==> src/rtl/layer_cfg_queue_pkg.sv <==
// Shared parameters, sizing helpers and record field layout for layer_cfg_queue.
// Error flags are built only when LAYER_CFG_ERRCHK_EN is defined.
package layer_cfg_queue_pkg;

   localparam int unsigned PORT_W_DEF = 32;
   localparam int unsigned CFG_W_DEF  = 96;
   localparam int unsigned DEPTH_DEF  = 16;
   localparam int unsigned LAY_W_DEF  = 8;

   // Beats per record, first beat lands in the most significant bits
   function automatic int unsigned nb_of(input int unsigned cfg_w, input int unsigned port_w);
      return (cfg_w + port_w - 1) / port_w;
   endfunction

   function automatic int unsigned ptr_w(input int unsigned depth);
      return (depth > 1) ? $clog2(depth) : 1;
   endfunction

   function automatic int unsigned bc_w(input int unsigned nb);
      return (nb > 1) ? $clog2(nb) : 1;
   endfunction

   localparam int unsigned NB_DEF    = nb_of(CFG_W_DEF, PORT_W_DEF);
   localparam int unsigned PTR_W_DEF = ptr_w(DEPTH_DEF);

   // Field offsets within a default-width record, split downstream
   localparam int unsigned CFG_FIELD_W = 32;
   localparam int unsigned CFG_HDR_LSB = 64;
   localparam int unsigned CFG_WGT_LSB = 32;
   localparam int unsigned CFG_ACT_LSB = 0;

   typedef struct packed {
      logic [CFG_FIELD_W-1:0] hdr;
      logic [CFG_FIELD_W-1:0] wgt;
      logic [CFG_FIELD_W-1:0] act;
   } cfg_rec_t;

endpackage

==> src/rtl/cfg_ram.sv <==
// Record storage for layer_cfg_queue: 1W1R, registered read address, no reset on contents.
module cfg_ram
   import layer_cfg_queue_pkg::*;
#(
   parameter int unsigned DEPTH = DEPTH_DEF,
   parameter int unsigned CFG_W = CFG_W_DEF,
   parameter int unsigned PTR_W = PTR_W_DEF
) (
   input  logic             clk,
   input  logic             rst_n,
   input  logic             we,
   input  logic [PTR_W-1:0] waddr,
   input  logic [CFG_W-1:0] wdata,
   input  logic [PTR_W-1:0] raddr,
   output logic [CFG_W-1:0] rdata
);

   logic [CFG_W-1:0] mem [DEPTH];
   logic [PTR_W-1:0] raddr_q;

   always_ff @(posedge clk) begin
      if (we) mem[waddr] <= wdata;
   end

   always_ff @(posedge clk or negedge rst_n) begin
      if (!rst_n) raddr_q <= '0;
      else        raddr_q <= raddr;
   end

   assign rdata = mem[raddr_q];

endmodule

==> src/rtl/layer_cfg_queue.sv <==
// Assembles config beats into records, queues them and presents one record per layer.
// Optional sticky {overflow, underflow} flags under LAYER_CFG_ERRCHK_EN.
module layer_cfg_queue
   import layer_cfg_queue_pkg::*;
#(
   parameter int unsigned PORT_W = PORT_W_DEF,
   parameter int unsigned CFG_W  = CFG_W_DEF,
   parameter int unsigned DEPTH  = DEPTH_DEF,
   parameter int unsigned LAY_W  = LAY_W_DEF
) (
   input  logic                  clk,
   input  logic                  rst_n,
   input  logic                  Flush,
   input  logic                  IFCFG_Val,
   input  logic [PORT_W-1:0]     IFCFG,
   output logic                  IFCFG_Rdy,
   input  logic                  Rst_Layer,
   output logic [CFG_W-1:0]      CFG_Word,
   output logic                  CFG_Vld,
   output logic [LAY_W-1:0]      CFG_LayIdx,
   output logic [ptr_w(DEPTH):0] Cnt,
   output logic                  Empty,
   output logic                  Full,
   output logic [1:0]            Err
);

   localparam int unsigned NB    = nb_of(CFG_W, PORT_W);
   localparam int unsigned ACC_W = NB * PORT_W;
   localparam int unsigned PTR_W = ptr_w(DEPTH);
   localparam int unsigned CNT_W = PTR_W + 1;
   localparam int unsigned BC_W  = bc_w(NB);

   logic [BC_W-1:0]  beat_cnt, beat_cnt_nxt;
   logic [ACC_W-1:0] acc, acc_nxt, acc_shift;
   logic [PTR_W-1:0] wr_ptr, wr_ptr_nxt, rd_ptr, rd_ptr_nxt;
   logic [CNT_W-1:0] cnt, cnt_nxt;
   logic [CFG_W-1:0] word_nxt, rd_data, wr_data;
   logic [LAY_W-1:0] lay_nxt;
   logic             vld_nxt;
   logic             beat_ok, push, pop, under, ram_we;

   assign Full      = (cnt == CNT_W'(DEPTH));
   assign Empty     = (cnt == '0);
   assign IFCFG_Rdy = !Full;
   assign Cnt       = cnt;

   assign beat_ok   = IFCFG_Val && !Full;
   assign push      = beat_ok && (beat_cnt == BC_W'(NB - 1));
   assign pop       = Rst_Layer && !Empty;
   assign under     = Rst_Layer && Empty;
   assign ram_we    = push && !Flush;

   // Record including the beat on the bus this cycle; zero-padded low, top CFG_W bits kept
   assign acc_shift = (acc << PORT_W) | ACC_W'(IFCFG);
   assign wr_data   = acc_shift[ACC_W-1 -: CFG_W];

   // Read address is the post-edge read pointer, so rd_data always shows the head
   cfg_ram #(
      .DEPTH (DEPTH),
      .CFG_W (CFG_W),
      .PTR_W (PTR_W)
   ) u_cfg_ram (
      .clk   (clk),
      .rst_n (rst_n),
      .we    (ram_we),
      .waddr (wr_ptr),
      .wdata (wr_data),
      .raddr (rd_ptr_nxt),
      .rdata (rd_data)
   );

   always_comb begin
      beat_cnt_nxt = beat_cnt;
      acc_nxt      = acc;
      wr_ptr_nxt   = wr_ptr;
      rd_ptr_nxt   = rd_ptr;
      cnt_nxt      = cnt;
      word_nxt     = CFG_Word;
      vld_nxt      = CFG_Vld;
      lay_nxt      = CFG_LayIdx;
      if (Flush) begin
         beat_cnt_nxt = '0;
         wr_ptr_nxt   = '0;
         rd_ptr_nxt   = '0;
         cnt_nxt      = '0;
         vld_nxt      = 1'b0;
         lay_nxt      = '0;
      end else begin
         if (beat_ok) begin
            acc_nxt      = acc_shift;
            beat_cnt_nxt = push ? '0 : beat_cnt + BC_W'(1);
         end
         if (push) wr_ptr_nxt = wr_ptr + PTR_W'(1);
         if (pop) begin
            rd_ptr_nxt = rd_ptr + PTR_W'(1);
            word_nxt   = rd_data;
            vld_nxt    = 1'b1;
            if (CFG_Vld) lay_nxt = CFG_LayIdx + LAY_W'(1);
         end else if (under) begin
            vld_nxt = 1'b0;
         end
         if (push && !pop)      cnt_nxt = cnt + CNT_W'(1);
         else if (!push && pop) cnt_nxt = cnt - CNT_W'(1);
      end
   end

   always_ff @(posedge clk or negedge rst_n) begin
      if (!rst_n) begin
         beat_cnt   <= '0;
         acc        <= '0;
         wr_ptr     <= '0;
         rd_ptr     <= '0;
         cnt        <= '0;
         CFG_Word   <= '0;
         CFG_Vld    <= 1'b0;
         CFG_LayIdx <= '0;
      end else begin
         beat_cnt   <= beat_cnt_nxt;
         acc        <= acc_nxt;
         wr_ptr     <= wr_ptr_nxt;
         rd_ptr     <= rd_ptr_nxt;
         cnt        <= cnt_nxt;
         CFG_Word   <= word_nxt;
         CFG_Vld    <= vld_nxt;
         CFG_LayIdx <= lay_nxt;
      end
   end

`ifdef LAYER_CFG_ERRCHK_EN
   logic [1:0] err_q, err_nxt;

   // Sticky {overflow, underflow}; Flush clears
   always_comb begin
      err_nxt = err_q;
      if (Flush) begin
         err_nxt = 2'b00;
      end else begin
         if (IFCFG_Val && Full) err_nxt[1] = 1'b1;
         if (under)             err_nxt[0] = 1'b1;
      end
   end

   always_ff @(posedge clk or negedge rst_n) begin
      if (!rst_n) err_q <= 2'b00;
      else        err_q <= err_nxt;
   end

   assign Err = err_q;
`else
   assign Err = 2'b00;
`endif

endmodule

==> config.mk <==
export PLATFORM = sky130hd
export DESIGN_NAME = layer_cfg_queue
export DESIGN_NICKNAME = d
export VERILOG_FILES = /design/src/rtl/layer_cfg_queue_pkg.sv /design/src/rtl/cfg_ram.sv /design/src/rtl/layer_cfg_queue.sv
export SDC_FILE = /design/constraint.sdc
export NUM_CORES = 2
export LEC_CHECK = 0
export CORE_MARGIN = 1.5
export CORE_UTILIZATION = 45
export DETAILED_ROUTE_END_ITERATION = 7
export PLACE_DENSITY = 0.71
export SYNTH_ARGS = -nofsm -noshare
export SYNTH_HDL_FRONTEND = slang
export SYNTH_SLANG_ARGS = --single-unit
export TNS_END_PERCENT = 50
==> constraint.sdc <==
create_clock -name clk -period 18.1 [get_ports clk]
set_input_delay 3.62 -clock clk [delete_from_list [all_inputs] [get_ports clk]]
set_output_delay 3.62 -clock clk [all_outputs]
set_load 0.01 [all_outputs]
# Word-level counts from Yosys, hierarchy flattened
# Memory sizes are Yosys's and may differ from the RTL's. A register that Yosys moved wholly into a read port is not among the register bits.
# Cells that the tools add are included.
dict set report totals {
  regBits 88
  inputBits 37
  out_inout_bits 115
  ramBits 1536
  elab_cells 59
  memories 1
}
dict set report classes {
  eq_ne 2
  addsub 6
  muxes 18
  reduce_logical 23
  bitwise 2
}
# name words word_bits read_ports rd_clocked_by_memory_dff wr line
set memory_table {}
lappend memory_table {u_cfg_ram.mem 16 96 1 1 1 cfg_ram.sv:18} ;# logic [CFG_W-1:0] mem [DEPTH];
# operator n
set ops {}
lappend ops {{$or 96x32->96} 1}
lappend ops {{$mux 8} 3}
lappend ops {{$mux 4} 4}
lappend ops {{$mux 5} 3}
lappend ops {{$add 4x1->4 const B} 2}
lappend ops {{$add 8x1->8 const B} 1}
lappend ops {{$reduce_bool 2->1} 4}
lappend ops {{$logic_and 1x1->1} 7}
lappend ops {{$logic_not 1->1} 6}
lappend ops {{$mux 2} 3}
lappend ops {{$reduce_and 2->1} 3}
lappend ops {{$reduce_bool 3->1} 2}
lappend ops {{$add 5x1->5 const B} 1}
lappend ops {{$eq 5x5->1 const B} 1}
lappend ops {{$logic_not 5->1} 1}
lappend ops {{$mux 1} 5}
lappend ops {{$sub 5x1->5 const B} 1}
lappend ops {{$add 2x1->2 const B} 1}
lappend ops {{$eq 2x2->1 const B} 1}
lappend ops {{$not 1->1} 1}

# Longest topological paths before layout
dict set report depth {
  ltp_word 9
  depth_mapped 9
  depth_no_buf 8
}

# By module
# A second synthesis with hierarchy kept.
dict set report hier_totals {
  hier_cells 2854
  area_unflattened_um2 64936.0
}
# mod cells_each area_each_um2 seq_area_each_um2 instances
set by_module_without_submodules {}
lappend by_module_without_submodules {cfg_ram 2368 57533.9 46224.3 1}
lappend by_module_without_submodules {layer_cfg_queue 486 7402.1 4604.4 1}

# Worst setup path before layout
# No wires, ideal clock.
dict set report synth_timing {
  path_type {in2reg}
  from {input Flush}
  to {memory u_cfg_ram.mem[3][0] (netlist bit) (enable)}
  setup_slack_ps 3650
  arrival_ps 13664
  n_path_buf 3
  required_time_ps 17314
  cell_stages 6
  setup_time_ps 786
  cell_sequence {clkbuf_1 > a211oi_2 > buf_2 > buf_2 > nand2_1 > nor4_1}
}
dict set report synth_between {
  elab_chain_cells 4
}
# element line
set synth_rtl {}
lappend synth_rtl {{start: declaration} layer_cfg_queue.sv:13} ;# input logic Flush,
lappend synth_rtl {{$logic_not 1->1} layer_cfg_queue.sv:51} ;# assign ram_we = push && !Flush;
lappend synth_rtl {{$logic_and 1x1->1} layer_cfg_queue.sv:51}
lappend synth_rtl {{$mux 1} cfg_ram.sv:22} ;# if (we) mem[waddr] <= wdata;
lappend synth_rtl {{$mux 1 (implied by the code)} cfg_ram.sv:22}
lappend synth_rtl {{end: declaration} cfg_ram.sv:18}
# No other way between the ends.

# Worst setup path after layout
dict set report layout_timing {
  from {input IFCFG_Val}
  to {memory u_cfg_ram.mem[15][75] (netlist bit) (enable)}
}
dict set report layout_between {
  elab_chain_cells 5
}
# element line
set layout_rtl {}
lappend layout_rtl {{start: declaration} layer_cfg_queue.sv:14} ;# input logic IFCFG_Val,
lappend layout_rtl {{$logic_and 1x1->1} layer_cfg_queue.sv:47} ;# assign beat_ok = IFCFG_Val && !Full;
lappend layout_rtl {{$logic_and 1x1->1} layer_cfg_queue.sv:48} ;# assign push = beat_ok && (beat_cnt == BC_W'(NB - 1));
lappend layout_rtl {{$logic_and 1x1->1} layer_cfg_queue.sv:51}
lappend layout_rtl {{$mux 1} cfg_ram.sv:22}
lappend layout_rtl {{$mux 1 (implied by the code)} cfg_ram.sv:22}
# No other way between the ends.

==> results.txt <==
status: finished clean
unrepaired setup endpoints after global routing: no
Core Util, Final: 51.6%
first-pass GRT wire length: 213 mm
placed inst area: 68,800 um^2
Fin. Hold Viols: 0
Critical Path Start Type: input port
clock group share of total power: 35.5%
worst hold path type: flop to flop
die area: 147,000 um^2
CTS buffer count: 164
drt first pass iters: 7
initial core utilization: 45.3%
# hold bufs at CTS: 0
final WL: 144 mm
dpl hpwl: 79.3 mm
Ports: 152
total grt overflow: 0
Post-synth EDFFs: 1,536
Comb power frac: 9.0%
distinct cell type count after synthesis: 44
area grow syn2layout: 14.1%
sequential area share after synthesis: 78.1%
setup TNS: 0 ns
total power: 9.45 mW
post-synthesis register bit count: 1,720
layout cell share with drive strength beyond 1: 23.4%
routability cong.: 0.750
worst-skew pair later-pin latency: 0.78 ns
syn_area_per_cell: 22.6 um^2
dominant synthesized flop cell: edfxtp_1
post-CTS resize count: 0
Worst-path clk slew: 0.06 ns
initial drt markers: 2,742
CP max FO: 36
pwr dens: 128 nW/um^2
max-slew violations: 0
worst setup slack after layout: 11.07 ns
Tmin final: 7.03 ns
VDD IR-drop max: 93.7 uV
Slew headroom: 16.9%
initial antenna violation count: 2
placeable core region: 143,000 um^2
CTS Buffer Depth: 3
DR DRC count: 0
Max-Cap Viols: 0
ys async rst share: 10.7%
Rows: 139
Syn. warnings: 0
die width: 383 um
height of the chip: 383 um
Sw Share: 24.7%
vias in the first global route: 31,500
period utilization: 38.9%
WL/cell: 28.1 um
slew of the pin with the lowest slew margin: 1.25 ns
input/output buffers: 149
clock skew: 0.0257 ns
vias: 30,200
Leak: 22.9 nW
pin count of the biggest net entering global routing: 104
htree depth: 4
Post-Synthesis Cells: 2,867
critical path class: input port to flop
fin nets: 3,143
Final Instance Area: 74,100 um^2
clk sinks: 1,720
P_sw: 2.33 mW
Setup WS pre-CTS: 10.21 ns
Post-Syn Area: 64,900 um^2
TritonCTS clock tree: done
Via density: 5.88
internal power: 7.12 mW
Setup violations, final: 0
root buffer cell: clkbuf_16
worst endpoint required time: 18.49 ns
number of setup buffers added after CTS: 0
post-route ant nets: 0
fmax: 0.142 GHz
GRT Total Usage: 19.8%
Seq pwr share: 55.5%
crit end category: flop
Arr. time, crit path: 7.42 ns
layout by cell type, fill, tap and decap left out, types with 3 or more instances in the layout:
cell type | netlist | layout
edfxtp_1 | 1536 | 1536
mux4_2 | 384 | 384
mux2i_1 | 199 | 199
dfrtp_1 | 184 | 181
clkbuf_16 | 0 | 169
clkdlybuf4s50_1 | 0 | 148
nand2_1 | 114 | 114
o221ai_1 | 96 | 96
buf_4 | 7 | 70
clkbuf_1 | 77 | 65
mux2_2 | 48 | 48
clkbuf_8 | 0 | 21
nor2_1 | 24 | 18
mux2_1 | 17 | 17
clkinv_1 | 0 | 16
clkinv_2 | 0 | 16
a21oi_1 | 10 | 10
ha_1 | 10 | 10
nand3_1 | 9 | 8
nor3_2 | 0 | 8
xor2_1 | 8 | 8
bufinv_16 | 0 | 8
inv_1 | 7 | 7
o21ai_0 | 7 | 7
o211ai_1 | 7 | 7
inv_6 | 0 | 7
nor2_4 | 0 | 6
nand2b_1 | 4 | 4
clkinv_8 | 0 | 4
nand3b_1 | 3 | 3
nor2b_1 | 3 | 3
xnor2_1 | 3 | 3
and3_1 | 3 | 3
or3_1 | 3 | 3
o2111ai_1 | 3 | 3
dfrtp_4 | 0 | 3
worst paths after layout:
kind	from	end	slack, ns	depth (start not counted)
worst max-delay path	IFCFG_Val	u_cfg_ram.mem[15][75]$_DFFE_PP_	11.07	7
worst min-delay path	CFG_Word[68]$_DFFE_PN0P_	CFG_Word[68]$_DFFE_PN0P_	0.49	2
worst max register to register	Cnt[4]$_DFFE_PN0P_	u_cfg_ram.mem[15][75]$_DFFE_PP_	13.76	5
worst min register to register	CFG_Word[68]$_DFFE_PN0P_	CFG_Word[68]$_DFFE_PN0P_	0.49	2
max in group asynchronous	rst_n	CFG_Word[40]$_DFFE_PN0P_	13.72	2
min in group asynchronous	rst_n	CFG_Word[16]$_DFFE_PN0P_	2.92	1
cells in the mapped netlist, types with 4 or more instances:
cell      count  area [um^2]
mux2_1       17          191
nand2b_1      4         25.0
o211ai_1      7         52.6
nor2_1       24         90.1
o21ai_0       7         35.0
nor3_1        8         40.0
mux2i_1     199         1990
inv_1         7         26.3
a21oi_1      10         50.1
buf_4         7         52.6
nand3_1       9         45.0
xor2_1        8         70.1
edfxtp_1   1536        46100
ha_1         10          125
dfrtp_1     184         4600
o221ai_1     96          841
buf_2        58          290
clkbuf_1     77          289
mux4_2      384         8650
mux2_2       48          541
nand2_1     114          428
buf_1        17         63.8
critical path, cell delays in order:
cell and delay, ns:
clkdlybuf4s50_1 0.53, inv_1 0.11, a211oi_4 0.56, nand2_1 0.31, nor2_4 0.87, buf_4 0.71, buf_4 0.66
sequential cells by signal (all words and copies together) (netlist names):
name	count
CFG_Word	96
acc	64
u_cfg_ram.mem	1536
CFG_Vld	1
Cnt	5
wr_ptr	4
u_cfg_ram.raddr_q	4
beat_cnt	2
CFG_LayIdx	8
kinds of logic (layout without fill, tap and decap cells):
| kind of cell | after synthesis | count (layout) | synth area share (%) |
|---|---|---|---|
| flip-flops | 1720 | 1720 | 78.1 |
| multiplexers | 648 | 648 | 17.5 |
| AND/OR/NAND/NOR | 180 | 180 | 1.22 |
| buffers and inverters | 166 | 535 | 1.11 |
| AO/OA/AOI/OAI | 130 | 130 | 1.66 |
| adder cells (fa/ha/maj) | 11 | 11 | 0.224 |
| XOR/XNOR | 11 | 11 | 0.148 |
| other | 1 | 3 | 0.00578 |
layer usage:
metal | wire (um) | vias to the layer above | global-route usage [%]
met2 | 73100 | 1164 | 32.9
met5 | 9 | - | 0
met3 | 9140 | 183 | 3.27
li1 | - | 12500 | -
met4 | 2780 | 2 | 5.00
met1 | 59300 | 16400 | 27.5
through the flow:
stage	cells	hold WS, ns
5_1_grt	5140	0.514
3_3_place_gp	4832	0.472
2_1_floorplan	2868	0.521
4_1_cts	5140	0.495
6_report	5141	0.492
3_5_place_dp	4832	0.481
area by class of cell:
cell class                 count  area (um^2)
antenna                        1         2.50
clock inverter                53          523
sequential                  1720        50700
multi-input combinational    982        13600
inverter                       7         26.3
fill                       10900        69400
timing repair buffer         220         2040
clock buffer                 255         4760
tap                         1903         2380
power by group through the flow:
| stage | Sequential (mW) | Clock [mW] | Combinational [mW] |
|---|---|---|---|
| 2_1_floorplan | 5.12 | 0 | 0.419 |
| 3_3_place_gp | 5.33 | 0 | 0.843 |
| 3_5_place_dp | 5.35 | 0 | 0.860 |
| 4_1_cts | 5.27 | 3.41 | 0.865 |
| 5_1_grt | 5.30 | 3.56 | 0.917 |
| 6_report | 5.25 | 3.36 | 0.849 |
(Power assumes the default switching activity.)
